==> config.mk <==
export PLATFORM = sky130hd
export DESIGN_NAME = dmem_arbiter
export DESIGN_NICKNAME = d
export VERILOG_FILES = /design/src/rtl/dmem_arb_pkg.sv /design/src/rtl/dmem_arb_resp.sv /design/src/rtl/dmem_arbiter.sv
export SDC_FILE = /design/constraint.sdc
export NUM_CORES = 1
export LEC_CHECK = 0
export CORE_MARGIN = 8
export CORE_UTILIZATION = 35
export CTS_CLUSTER_SIZE = 12
export DETAILED_ROUTE_END_ITERATION = 10
export GPL_ROUTABILITY_DRIVEN = 0
export PLACE_DENSITY_LB_ADDON = 0.2
export SLEW_MARGIN = 20
export SYNTH_ARGS = -nofsm -noshare
export SYNTH_HDL_FRONTEND = slang
export SYNTH_SLANG_ARGS = --single-unit
==> constraint.sdc <==
create_clock -name clock -period 5.81 [get_ports clock]
set_input_delay 1.4525 -clock clock [delete_from_list [all_inputs] [get_ports clock]]
set_output_delay 1.4525 -clock clock [all_outputs]
set_load 0.1 [all_outputs]
==> src/rtl/dmem_arb_pkg.sv <==
// Shared types and default sizing for the two-port data-memory arbiter.
// Only these defaults are sized by the package; the module re-derives widths from its own parameters.
package dmem_arb_pkg;

    localparam int DEF_NLOC     = 64;
    localparam int DEF_DBITS    = 32;
    localparam int DEF_MAXBURST = 4;
    localparam int DEF_AW       = $clog2(DEF_NLOC);

    typedef enum logic [1:0] {
        IDLE  = 2'd0,
        OWN_A = 2'd1,
        OWN_B = 2'd2
    } owner_t;

    // Request fields of one port at the default memory geometry.
    typedef struct packed {
        logic                 wr;
        logic [DEF_AW-1:0]    addr;
        logic [DEF_DBITS-1:0] din;
    } mem_req_t;

endpackage

==> src/rtl/dmem_arb_resp.sv <==
// Read-return register for one requester: captures memory read data on a granted
// read and flags it valid for exactly the following cycle.
module dmem_arb_resp
    import dmem_arb_pkg::*;
#(
    parameter int Dbits = DEF_DBITS
) (
    input  logic             clock,
    input  logic             reset_n,
    input  logic             gnt,
    input  logic             wr,
    input  logic [Dbits-1:0] mem_dout,
    output logic             rvalid,
    output logic [Dbits-1:0] dout
);

    // dout only moves on a granted read so the requester can sample it late.
    always_ff @(posedge clock or negedge reset_n) begin
        if (!reset_n) begin
            rvalid <= 1'b0;
            dout   <= '0;
        end else begin
            rvalid <= gnt & ~wr;
            if (gnt && !wr) begin
                dout <= mem_dout;
            end
        end
    end

endmodule

==> src/rtl/dmem_arbiter.sv <==
// Shares one single-port data memory between requester A and requester B, granting at
// most one access per cycle with bounded bursts and a registered one-cycle read return.
module dmem_arbiter
    import dmem_arb_pkg::*;
#(
    parameter int Nloc     = DEF_NLOC,
    parameter int Dbits    = DEF_DBITS,
    parameter int MAXBURST = DEF_MAXBURST,
    localparam int AW      = $clog2(Nloc)
) (
    input  logic             clock,
    input  logic             reset_n,

    input  logic             a_req,
    input  logic             a_wr,
    input  logic [AW-1:0]    a_addr,
    input  logic [Dbits-1:0] a_din,
    output logic             a_gnt,
    output logic             a_rvalid,
    output logic [Dbits-1:0] a_dout,

    input  logic             b_req,
    input  logic             b_wr,
    input  logic [AW-1:0]    b_addr,
    input  logic [Dbits-1:0] b_din,
    output logic             b_gnt,
    output logic             b_rvalid,
    output logic [Dbits-1:0] b_dout,

    output logic             mem_wr,
    output logic [AW-1:0]    mem_addr,
    output logic [Dbits-1:0] mem_din,
    input  logic [Dbits-1:0] mem_dout
);

    localparam int            CW      = $clog2(MAXBURST + 1);
    localparam logic [CW-1:0] CNT_MAX = CW'(MAXBURST);
    localparam logic [CW-1:0] CNT_ONE = CW'(1);

    typedef struct packed {
        logic             wr;
        logic [AW-1:0]    addr;
        logic [Dbits-1:0] din;
    } req_t;

    owner_t        owner, owner_next;
    logic [CW-1:0] cnt, cnt_next;
    logic          last_b, last_b_next;
    logic          grant_a, grant_b;
    req_t          win_fields;

    // last_b resets high so A wins the first tie after reset.
    always_ff @(posedge clock or negedge reset_n) begin
        if (!reset_n) begin
            owner  <= IDLE;
            cnt    <= '0;
            last_b <= 1'b1;
        end else begin
            owner  <= owner_next;
            cnt    <= cnt_next;
            last_b <= last_b_next;
        end
    end

    always_comb begin
        grant_a     = 1'b0;
        grant_b     = 1'b0;
        owner_next  = owner;
        cnt_next    = cnt;
        last_b_next = last_b;

        case (owner)
            IDLE: begin
                if (a_req && b_req) begin
                    grant_a = last_b;
                    grant_b = ~last_b;
                end else begin
                    grant_a = a_req;
                    grant_b = b_req;
                end
            end
            OWN_A: begin
                if (a_req && (cnt < CNT_MAX || !b_req)) grant_a = 1'b1;
                else                                    grant_b = b_req;
            end
            OWN_B: begin
                if (b_req && (cnt < CNT_MAX || !a_req)) grant_b = 1'b1;
                else                                    grant_a = a_req;
            end
            default: begin
            end
        endcase

        // A grant to a non-owner (including from IDLE) opens a fresh tenure.
        if (grant_a) begin
            if (owner == OWN_A) begin
                cnt_next = (cnt == CNT_MAX) ? cnt : cnt + CNT_ONE;
            end else begin
                owner_next  = OWN_A;
                cnt_next    = CNT_ONE;
                last_b_next = 1'b0;
            end
        end else if (grant_b) begin
            if (owner == OWN_B) begin
                cnt_next = (cnt == CNT_MAX) ? cnt : cnt + CNT_ONE;
            end else begin
                owner_next  = OWN_B;
                cnt_next    = CNT_ONE;
                last_b_next = 1'b1;
            end
        end else begin
            owner_next = IDLE;
            cnt_next   = '0;
        end
    end

    assign a_gnt = grant_a & reset_n;
    assign b_gnt = grant_b & reset_n;

    assign win_fields = b_gnt ? {b_wr, b_addr, b_din} : {a_wr, a_addr, a_din};
    assign mem_wr     = win_fields.wr & (a_gnt | b_gnt);
    assign mem_addr   = win_fields.addr;
    assign mem_din    = win_fields.din;

    dmem_arb_resp #(.Dbits(Dbits)) u_resp_a (
        .clock    (clock),
        .reset_n  (reset_n),
        .gnt      (a_gnt),
        .wr       (a_wr),
        .mem_dout (mem_dout),
        .rvalid   (a_rvalid),
        .dout     (a_dout)
    );

    dmem_arb_resp #(.Dbits(Dbits)) u_resp_b (
        .clock    (clock),
        .reset_n  (reset_n),
        .gnt      (b_gnt),
        .wr       (b_wr),
        .mem_dout (mem_dout),
        .rvalid   (b_rvalid),
        .dout     (b_dout)
    );

endmodule

==> results.md, run 1 <==
- Status: complete, no violations
- Library cells used by synthesis: 32
- Register area: 1800 um2
- Crit path cell chain: clkdlybuf4s50_1, inv_1, o2111ai_4, buf_4, mux2_2, buf_4
- Worst Hold Class: flip-flop to flip-flop
- Slowest cell on crit path: clkdlybuf4s50_1
- Most used cell, CP: buf_4
- Initial Utilization: 35.5%
- CTS Sinks: between 70 and 80
- Layout cells sized above 1: 36.8%
- Max_cap viols: 0
- CP endpoint: mem_din[6]
- Pre-CTS setup slack: 0.939 ns
- Simple-gate share of the synthesized area: 3.83%
- Pleak: 2.51 nW
- Sequential share of the synthesized area: a little over half
- Hold Slack: 0.505 ns
- Worst-Margin Slew: between 1 and 1.5 ns
- Port buffer count: 220
- Final setup skew: 0.00676 ns
- Post-synthesis instance total: 232
- Final non-filler cell area: just under 6000 um2
- Grt ovf: 0
- Final Hold Viols: 0
- Critical path arrival: 3.41 ns
- Worst VDD drop: 493 uV
- Initial antenna violation count: 0
- Mapped Nets: 348
- CP Depth: 6
- Min Clock Period, post-route: roughly 4.9 ns
- Largest delay share family, worst path: buffers and inverters
- FMAX: 205 MHz
- DRT Pass-1 Iters: 4
- Vias per cell: 4.63
- GR Util met2: approximately 28%
- DIE AREA: 13200 um2
- Worst R2R End: u_resp_b.dout[14]
- CP startpoint: a_req
- Worst Setup Slack, final: 0.943 ns
- Row count: 36
- I/O pin count: 221
- Worst EP required: 4.36 ns
- CP max FO: 39
- Nets: 570
- Setup tns final: 0 ns
- Count of final setup violators: 0
- Die width: 115 um
- Post-CTS resize count: 0
- Multi-input gate area in the final layout: 1520 um2
- Met3 Track Usage GR: under 10%
- GR Util met1: 16.5%
- Skew-Pair Late Insertion Delay: about 0.33 ns
- DP Cell Count: 576
- Final cell count without fillers: 590
- Avg Cell Area, Syn: ~15 um2
- Clk slew on worst S/H paths: 0.07 ns
- CTS tree: yes
- Die Ht: between 100 and 150 um
- Synth Area in XOR/XNOR: 0%
- Max incr delay on CP: 0.50 ns
- Main combinational cell family by area after synthesis: multiplexers
- Area Overhead vs Synth: 70.3%
- Startpoint types: input port
- Slew HR: 31.1%
- Post-DP HPWL: 8710 um
- CP Class: input port to primary output
- Drt initial violations: between 40 and 50
- R2R depth: 5
- Antenna-violating nets left: 0
- Vias in the first global route: 3008
- RR Startpoint: cnt[2]
- First-pass GRT wire length: 16400 um
- Adder-cell share of the synthesized area: 0.730%
- # diodes: 0
- Pwr dens: 587 nW/um2
- Compound-cell area share of the yosys netlist: 4.53%
- # hold bufs at CTS: 0
- Setup Buffers After CTS: 0
- CTS root buffer: clkbuf_8
- Tot GR Track Use: between 10% and 20%
- Clock Tree Buf Depth: 2
- Mapped Area: roughly 3400 um2
- Core region area: 9640 um2
- CTS buffer count: 9
- R2r setup slk: 3.07 ns
- Final wirelength: 10900 um
- CP Buf/Inv Count: 4
- Drt wl/cell: 18.5 um
- Largest net degree at the start of global routing: 49
- DR vias: 2730
- Final Power: 3.42 mW
- Final Slew Violations: 0
- Unrepaired setup endpoints after global routing: no
- Synth warn: 0
- H-tree level count: 3
- Mux share of post-synthesis cell area: roughly a third
- Number of synthesized register bits: between 70 and 80
- FILL cells: 818
- Fin util: 60.5%
- Nature of the critical path endpoint: primary output
- Placed cell area: 5640 um2
- Most Crowded Layer GR: met2
- Number of remaining DRC errors: 0
- Crit share post-route: 83.8%
-- cell usage after synthesis (all sizes together) --
master   count  area share, %
o22a         1           0.26
buf         13            2.7
and2         2           0.37
mux2       103             35
o221ai       1           0.44
nand4b       1           0.44
a21boi       2           0.44
and4b        1           0.29
o21a         1           0.22
and3         2           0.37
o211a        3           0.88
o211ai       1           0.22
ha           2           0.73
nor2         2           0.22
o21ai        1           0.15
a31oi        1           0.62
dfstp        1           0.77
and3b        3           0.77
nand3b       2           0.44
inv          6           0.66
o21bai       1           0.22
nand2b       2           0.37
a21oi        1           0.15
a22o         1           0.26
dfrtp       71             52
o2111ai      2           0.69
nand2        4           0.44
nand3        1           0.15
-- layout make-up --
type / count / share of cell area, %
clock buffers: 11 / 2.60
well taps: 133 / 2.85
repair buffers: 224 / 36.5
inverters: 6 / 0.386
multi-input cells: 141 / 26.1
flip-flops and latches: 72 / 30.9
clock inverters: 3 / 0.729
-- worst register-to-register path: stages (launching register included) --
cell     delay [ns]
dfrtp_1        0.55
mux2_4         0.35
a31oi_4        0.23
o21a_1         0.73
buf_4          0.40
mux2_2         0.37
-- how the worst min path moves through the flow --
stage / start / to / slack [ns] / depth (start not counted)
final: u_resp_a.dout[26] / u_resp_a.dout[26] / 0.50 / 1
after CTS: u_resp_a.dout[31] / u_resp_a.dout[31] / 0.51 / 1
after floorplan: last_b / last_b / 0.59 / 1
after detailed placement: u_resp_a.dout[17] / u_resp_a.dout[17] / 0.49 / 1
after global routing: u_resp_b.dout[10] / u_resp_b.dout[10] / 0.53 / 1
after global placement: u_resp_a.dout[25] / u_resp_a.dout[25] / 0.49 / 1
-- metal layers --
layer	vias up	part of all wire, %
met5	-	0
met4	0	0.54
met3	8	13
met2	127	51
met1	1318	36
li1	1277	-
-- power by group --
| part | leakage, nW | switching (mW) | internal, mW |
|---|---|---|---|
| Clock | 0.0973 | 0.171 | 0.216 |
| Combinational | 1.55 | 1.70 | 0.561 |
| Sequential | 0.862 | 0.0972 | 0.679 |
| Total | 2.51 | 1.96 | 1.46 |
-- flip-flops by register name, indices dropped and copies added (netlist names) --
register         count
owner                2
cnt                  3
u_resp_a.rvalid      1
last_b               1
u_resp_b.rvalid      1
u_resp_b.dout       32
u_resp_a.dout       32
-- cells by family (layout without fill, tap and decap cells) --
family	Yosys count	after routing
muxes	103	103
DFF	72	72
and+or+nand+nor	20	20
buffers and inverters	19	244
AOI/OAI and AO/OA	16	16
adders and majority gates	2	2
-- placed cells by master (no fill, tap or decap) --
cell type / Yosys / layout
a21oi_1: 1 / 1
buf_4: 3 / 46
and3b_1: 3 / 3
o211a_1: 3 / 3
clkinv_2: 0 / 1
o2111ai_1: 1 / 1
o2111ai_4: 0 / 1
inv_1: 6 / 6
ha_1: 2 / 2
and4b_1: 1 / 1
a21boi_0: 2 / 2
nand2b_1: 2 / 2
clkdlybuf4s50_1: 0 / 178
dfstp_2: 1 / 1
clkbuf_8: 0 / 11
nand2_1: 4 / 4
o211ai_1: 1 / 1
o21a_1: 1 / 1
mux2_4: 10 / 10
and3_1: 2 / 2
clkinvlp_4: 0 / 1
nor2_1: 2 / 2
nand3b_1: 2 / 2
a31oi_4: 1 / 1
bufinv_16: 0 / 1
o21bai_1: 1 / 1
nand4b_2: 1 / 1
dfrtp_1: 71 / 71
o21ai_0: 1 / 1
mux2_2: 93 / 93
o221ai_2: 1 / 1
nand3_1: 1 / 1
and2_1: 2 / 2
a22o_1: 1 / 1
o22a_1: 1 / 1
Power figures use the tool's default switching activity.
==> inputs of run 2 (changes only) <==
Clock period 5.81 ns to 4.7 ns, I/O delays scaled along.
==> results.md, run 2 (synthesized netlist as in run 1, its figures left out) <==
- Pint: 1.87 mW (+29%)
- Min Clock Period, post-route: 4.15 ns
- Fin util: 65.8% (+5.3 points)
- Drt wl/cell: 20.3 um (+9.4%)
- Pleak: 2.70 nW (+7.4%)
- Clock Tree Buf Depth: 2 (unchanged)
- Clk slew on worst S/H paths: 0.06 ns (about the same)
- NetSw: 2.47 mW (+26%)
- Die Ht: 115 um (unchanged)
- CTS Sinks: 72 (unchanged)
- Port buffer count: 220 (unchanged)
- Critical path arrival: 2.98 ns (-0.43 ns)
- Worst-Margin Slew: 1.04 ns (+0.0107 ns)
- CTS buffer count: 9 (unchanged)
- CP max FO: 25 (-36%)
- Sequential share of power: 22.1% (-0.6 points)
- Nets: 570 (unchanged)
- Worst Hold Class: flip-flop to flip-flop
- Vias in the first global route: 3091 (+2.8%)
- DIE AREA: 13200 um2 (unchanged)
- Initial Utilization: 35.5% (unchanged)
- Count of final setup violators: 0 (unchanged)
- CP startpoint: a_req
- R2r setup slk: 2.25 ns (-0.82 ns)
- Final wirelength: 12000 um (+9.8%)
- Worst Hold Depth: 1 (unchanged)
- CTS root buffer: clkbuf_8
- DRT Pass-1 Iters: 4 (unchanged)
- Startpoint types: input port
- DP Cell Count: 576 (unchanged)
- Setup Buffers After CTS: 0 (unchanged)
- Drt initial violations: 104 (+110%)
- Largest net degree at the start of global routing: 58 (+18%)
- Clk pwr share: 10.8% (-0.5 points)
- Initial antenna violation count: 0 (unchanged)
- Nature of the critical path endpoint: primary output
- Final Hold Viols: 0 (unchanged)
- Post-CTS resize count: 0 (unchanged)
- Number of remaining DRC errors: 0 (unchanged)
- Commonest non-fill, non-tap cells in the layout: clkdlybuf4s50_1, mux2_2, dfrtp_1
- Final cell count without fillers: 592 (+0.34%)
- Status: complete, no violations
- DR vias: 2777 (+1.7%)
- Combinational power share: 67.1% (+1.1 points)
- Max_cap viols: 0 (unchanged)
- Post-DP HPWL: 9670 um (+11%)
- Switching share of power: 56.9% (-0.54 points)
- Grt ovf: 0 (unchanged)
- CTS tree: yes
- Worst VDD drop: 541 uV (+9.7%)
- First-pass GRT wire length: 18200 um (+11%)
- Crit share post-route: 88.3%
- Most common cell after layout, fill and taps aside: clkdlybuf4s50_1
- Skew-Pair Late Insertion Delay: 0.34 ns (about the same)
- Layout cells sized above 1: 36.8% (+0.058 points)
- Worst R2R End: u_resp_b.dout[1]
- Die width: 115 um (unchanged)
- Unrepaired setup endpoints after global routing: no
- Row count: 36 (unchanged)
- Biggest regs: u_resp_a.dout (32), u_resp_b.dout (32), cnt (3)
- Worst EP required: 3.52 ns (-0.84 ns)
- Area Overhead vs Synth: 85.1%
- RR Startpoint: cnt[2]
- Final Slew Violations: 0 (unchanged)
- Pwr dens: 685 nW/um2 (+17%)
- Final setup skew: 0.0112 ns (+0.00446 ns)
- I/O pin count: 221 (unchanged)
- Hold Slack: 0.506 ns (+0.000529 ns)
- CP Class: input port to primary output
- R2R depth: 4 (-1)
- # diodes: 0 (unchanged)
- H-tree level count: 3 (unchanged)
- CP endpoint: mem_din[12]
- FMAX: 241 MHz
- Core region area: 9640 um2 (unchanged)
- Slew HR: 30.4% (-0.72 points)
- Vias per cell: 4.69 (+1.4%)
- Antenna-violating nets left: 0 (unchanged)
- Setup tns final: 0 ns (unchanged)
- # hold bufs at CTS: 0 (unchanged)
- Tot GR Track Use: 18.1% (+2.0 points)
-- run 2: changes by cell type in the layout (fill, tap and decap cells not counted), moves of 2 or more --
cell      previous run  this run
buf_4               46         5
clkbuf_1             0         2
clkinv_4             0         2
buf_12               0        41
clkbuf_8            11         9
-- run 2: stage by stage --
step	total power, mW	worst slack (ns)	instance area, um2
6_report	4.35	0.548	6340
3_5_place_dp	3.90	0.531	6150
4_1_cts	4.39	0.521	6340
3_3_place_gp	3.87	0.574	6150
2_1_floorplan	3.09	0.489	3430
5_1_grt	4.49	0.427	6340
-- run 2: worst max-delay path, stage by stage --
cell             delay [ns]
clkdlybuf4s50_1        0.49
inv_1                  0.12
o2111ai_4              0.22
buf_4                  0.38
mux2_2                 0.41
buf_12                 0.17
-- run 2: worst min path at each step --
stage	startpoint	endpoint
after floorplan	last_b	last_b
after global routing	u_resp_a.dout[21]	u_resp_a.dout[21]
after detailed placement	u_resp_a.dout[21]	u_resp_a.dout[21]
after CTS	u_resp_a.dout[21]	u_resp_a.dout[21]
final	u_resp_a.dout[1]	u_resp_a.dout[1]
after global placement	u_resp_a.dout[4]	u_resp_a.dout[4]
-- run 2: final cells by class --
type	count	area, um2
fill	786	3300
timing repair buffer	224	2640
clock buffer	11	131
tap	133	166
inverter	6	22.5
sequential	72	1800
clock inverter	5	57.6
multi-input combinational	141	1520
-- run 2: power groups by stage --
stage          Sequential, mW  Clock (mW)  Combinational, mW
2_1_floorplan            2.47           0              0.614
3_3_place_gp            0.955           0               2.91
3_5_place_dp            0.973           0               2.93
4_1_cts                 0.964       0.485               2.94
5_1_grt                 0.990       0.510               2.99
6_report                0.961       0.468               2.92
-- run 2: routing by layer --
layer / wire [um] / global-route usage (%) / up-vias
met4: 91 / 4.20 / 0
met1: 4290 / 18.8 / 1353
li1: - / - / 1286
met2: 6270 / 32.1 / 129
met5: 0 / 0 / -
met3: 1340 / 8.67 / 9
==> inputs of run 3 (changes only) <==
Settings changed: SYNTH_HIERARCHICAL set to 1.
==> results.md, run 3 <==
- Status: complete, no violations
- Async S/R FF share, synth: 100% (unchanged)
- Drt initial violations: 143 (+38%)
- DR vias: 2777 (unchanged)
- Post-synth top area cell: dfrtp_1
- CTS Sinks: 72 (unchanged)
- Post-DP HPWL: 10200 um (+5.5%)
- Multi-input gate area in the final layout: 1740 um2 (+14%)
- Number of synthesized register bits: 72 (unchanged)
- Final Slew Violations: 0 (unchanged)
- Core region area: 10400 um2 (+7.6%)
- Worst-Margin Slew: 1.05 ns (+0.0115 ns)
- Vias in the first global route: 3214 (+4.0%)
- Antenna-violating nets left: 0 (unchanged)
- Port buffer count: 220 (unchanged)
- First-pass GRT wire length: 19300 um (+5.8%)
- Switching share of power: 55.1% (-1.8 points)
- Post-synthesis instance total: 236 (+1.7%)
- # hold bufs at CTS: 0 (unchanged)
- Sequential share of power: 23.2% (+1.1 points)
- Share of the synthesized area in the top cell type: 47.5% (-4.4 points)
- Biggest regs: u_resp_a/dout (32), u_resp_b/dout (32), cnt (3)
- Primary FF master, synth: dfrtp_1
- Fin util: 63.2% (-2.6 points)
- Most common cell in the netlist: dfrtp_1
- Initial Utilization: 36.1% (+0.56 points)
- Vias per cell: 4.65 (-0.84%)
- Post-CTS resize count: 0 (unchanged)
- Most common cell after layout, fill and taps aside: clkdlybuf4s50_1
- Slowest cell on crit path: clkdlybuf4s50_1
- Initial antenna violation count: 0 (unchanged)
- Pleak: 2.79 nW (+3.4%)
- Count of final setup violators: 0 (unchanged)
- Most used cell, CP: buf_12
- R2r setup slk: 2.03 ns (-0.22 ns)
- Number of synthesized flops with an enable pin: 0 (unchanged)
- Number of remaining DRC errors: 0 (unchanged)
- CTS tree: yes
- Setup Buffers After CTS: 0 (unchanged)
- H-tree level count: 3 (unchanged)
- CP Class: input port to primary output
- Final Hold Viols: 0 (unchanged)
- Mapped Nets: 352 (+1.1%)
- Final non-filler cell area: 6550 um2 (+3.3%)
- Synth warn: 6 (+6)
- Crit path cell chain: clkdlybuf4s50_1, nand2_1, nor3b_4, buf_12, mux2_1, buf_12
- Sequential share of the synthesized area: 48.2% (-4.5 points)
- Clock Tree Buf Depth: 2 (unchanged)
- Die Ht: 119 um (+3.9%)
- Skew-Pair Late Insertion Delay: 0.34 ns (about the same)
- I/O pin count: 221 (unchanged)
- Pwr dens: 605 nW/um2 (-12%)
- Avg Cell Area, Syn: 15.9 um2 (+7.4%)
- Slew HR: 29.6% (-0.77 points)
- Grt ovf: 0 (unchanged)
- Min Clock Period, post-route: 4.23 ns (+0.0749 ns)
- CTS buffer count: 9 (unchanged)
- Die width: 119 um (+3.9%)
- Worst EP required: 3.52 ns (about the same)
- Worst VDD drop: 382 uV (-29%)
- Worst Hold Class: flip-flop to flip-flop
- Row count: 37 (+2.8%)
- DIE AREA: 14300 um2 (+8.0%)
- Mapped Area: 3740 um2 (+9.3%)
- Clk pwr share: 11.1% (+0.3 points)
- Register area: 1800 um2 (unchanged)
- Area Overhead vs Synth: 75.0%
- Final setup skew: 0.00931 ns (-0.00192 ns)
- Max_cap viols: 0 (unchanged)
- FILL cells: 805 (+2.4%)
- NetSw: 2.18 mW (-12%)
- Nature of the critical path endpoint: primary output
- Clk slew on worst S/H paths: 0.07 ns (about the same)
- Final wirelength: 12400 um (+3.5%)
- Critical path arrival: 3.05 ns (+0.07 ns)
- Tot GR Track Use: 17.5% (-0.59 points)
- CTS root buffer: clkbuf_8
- Final Power: 3.96 mW (-8.8%)
- Synth cell count leaders: dfrtp_1, mux2_4, mux2_2
- Commonest non-fill, non-tap cells in the layout: clkdlybuf4s50_1, dfrtp_1, mux2_4
- Crit share post-route: 89.9% (+1.6 points)
- # diodes: 0 (unchanged)
- FMAX: 237 MHz (-1.8%)
- Library cells used by synthesis: 37 (+16%)
- Drt wl/cell: 20.8 um (+2.7%)
- Largest cells by area after synthesis: dfrtp_1, mux2_4, mux2_2
- CP max FO: 40 (+60%)
- Pint: 1.78 mW (-5.0%)
- Unrepaired setup endpoints after global routing: no
- Placed cell area: 6370 um2 (+3.6%)
- Max incr delay on CP: 0.60 ns (+0.11 ns)
- Largest net degree at the start of global routing: 71 (+22%)
- DRT Pass-1 Iters: 4 (unchanged)
- Nets: 572 (+0.35%)
- Hold Slack: 0.510 ns (+0.00481 ns)
- Layout cells sized above 1: 36.4% (-0.38 points)
- Combinational power share: 65.7% (-1.4 points)
- Startpoint types: input port
- Setup tns final: 0 ns (unchanged)
run 3: changes by cell type after synthesis, moves of 3 or more:
cell and change:
mux2_2 -62, mux2_4 +57, buf_12 +6, mux2_1 +4, and3b_1 -3, buf_2 -3, buf_4 -3, nand2_1 +3
run 3: final timing paths:
kind | start | to | cells after the start
hold / removal | u_resp_b/dout[9] | u_resp_b/dout[9] | 1
min in group asynchronous | reset_n | owner[1] | 1
hold reg to reg | u_resp_b/dout[9] | u_resp_b/dout[9] | 1
setup reg to reg | cnt[2] | u_resp_b/dout[31] | 7
max in group asynchronous | reset_n | u_resp_b/dout[19] | 2
setup / recovery | b_req | mem_din[7] | 6
run 3: stage by stage:
| step | std cells | worst slack (ns) |
|---|---|---|
| after floorplan | 236 | 0.859 |
| after global placement | 581 | 0.489 |
| after detailed placement | 581 | 0.483 |
| after CTS | 597 | 0.464 |
| after global routing | 597 | 0.371 |
| final | 597 | 0.473 |
run 3: worst max-delay path: cells and delay by family:
family / cells / cell delay (ns)
buffers and inverters: 3 / 1.05
muxes: 1 / 0.39
and+or+nand+nor: 2 / 0.41
run 3: cells by family (layout without fill, tap and decap cells):
| logic type | Yosys count | count (layout) | synth area share (%) |
|---|---|---|---|
| compound gates | 14 | 14 | 3.28 |
| xor+xnor | 1 | 1 | 0.234 |
| fa+ha+maj | 2 | 2 | 0.668 |
| buf+inv | 20 | 245 | 5.55 |
| flops | 72 | 72 | 48.2 |
| mux | 103 | 103 | 37.7 |
| simple gates | 24 | 24 | 4.45 |
run 3: final cells by class:
type                       instances  area share (%)
multi-input combinational        144            26.5
timing repair buffer             225            40.4
inverter                           4           0.229
sequential                        72            27.5
clock inverter                     6           0.649
clock buffer                      10            2.10
tap                              136            2.60
run 3: metal layers:
metal	GRT usage (%)	part of all wire [%]	vias up
met1	18.6	37	1335
met4	4.68	1.0	0
li1	-	-	1275
met3	9.73	13	7
met2	29.4	49	160
met5	0	0	-
run 3: power groups by stage:
| stage | registers, mW | clock network, mW | logic [mW] |
|---|---|---|---|
| after floorplan | 2.20 | 0 | 0.635 |
| after global placement | 0.918 | 0 | 2.60 |
| after detailed placement | 0.926 | 0 | 2.62 |
| after CTS | 0.921 | 0.458 | 2.62 |
| after global routing | 0.946 | 0.486 | 2.67 |
| final | 0.919 | 0.440 | 2.60 |
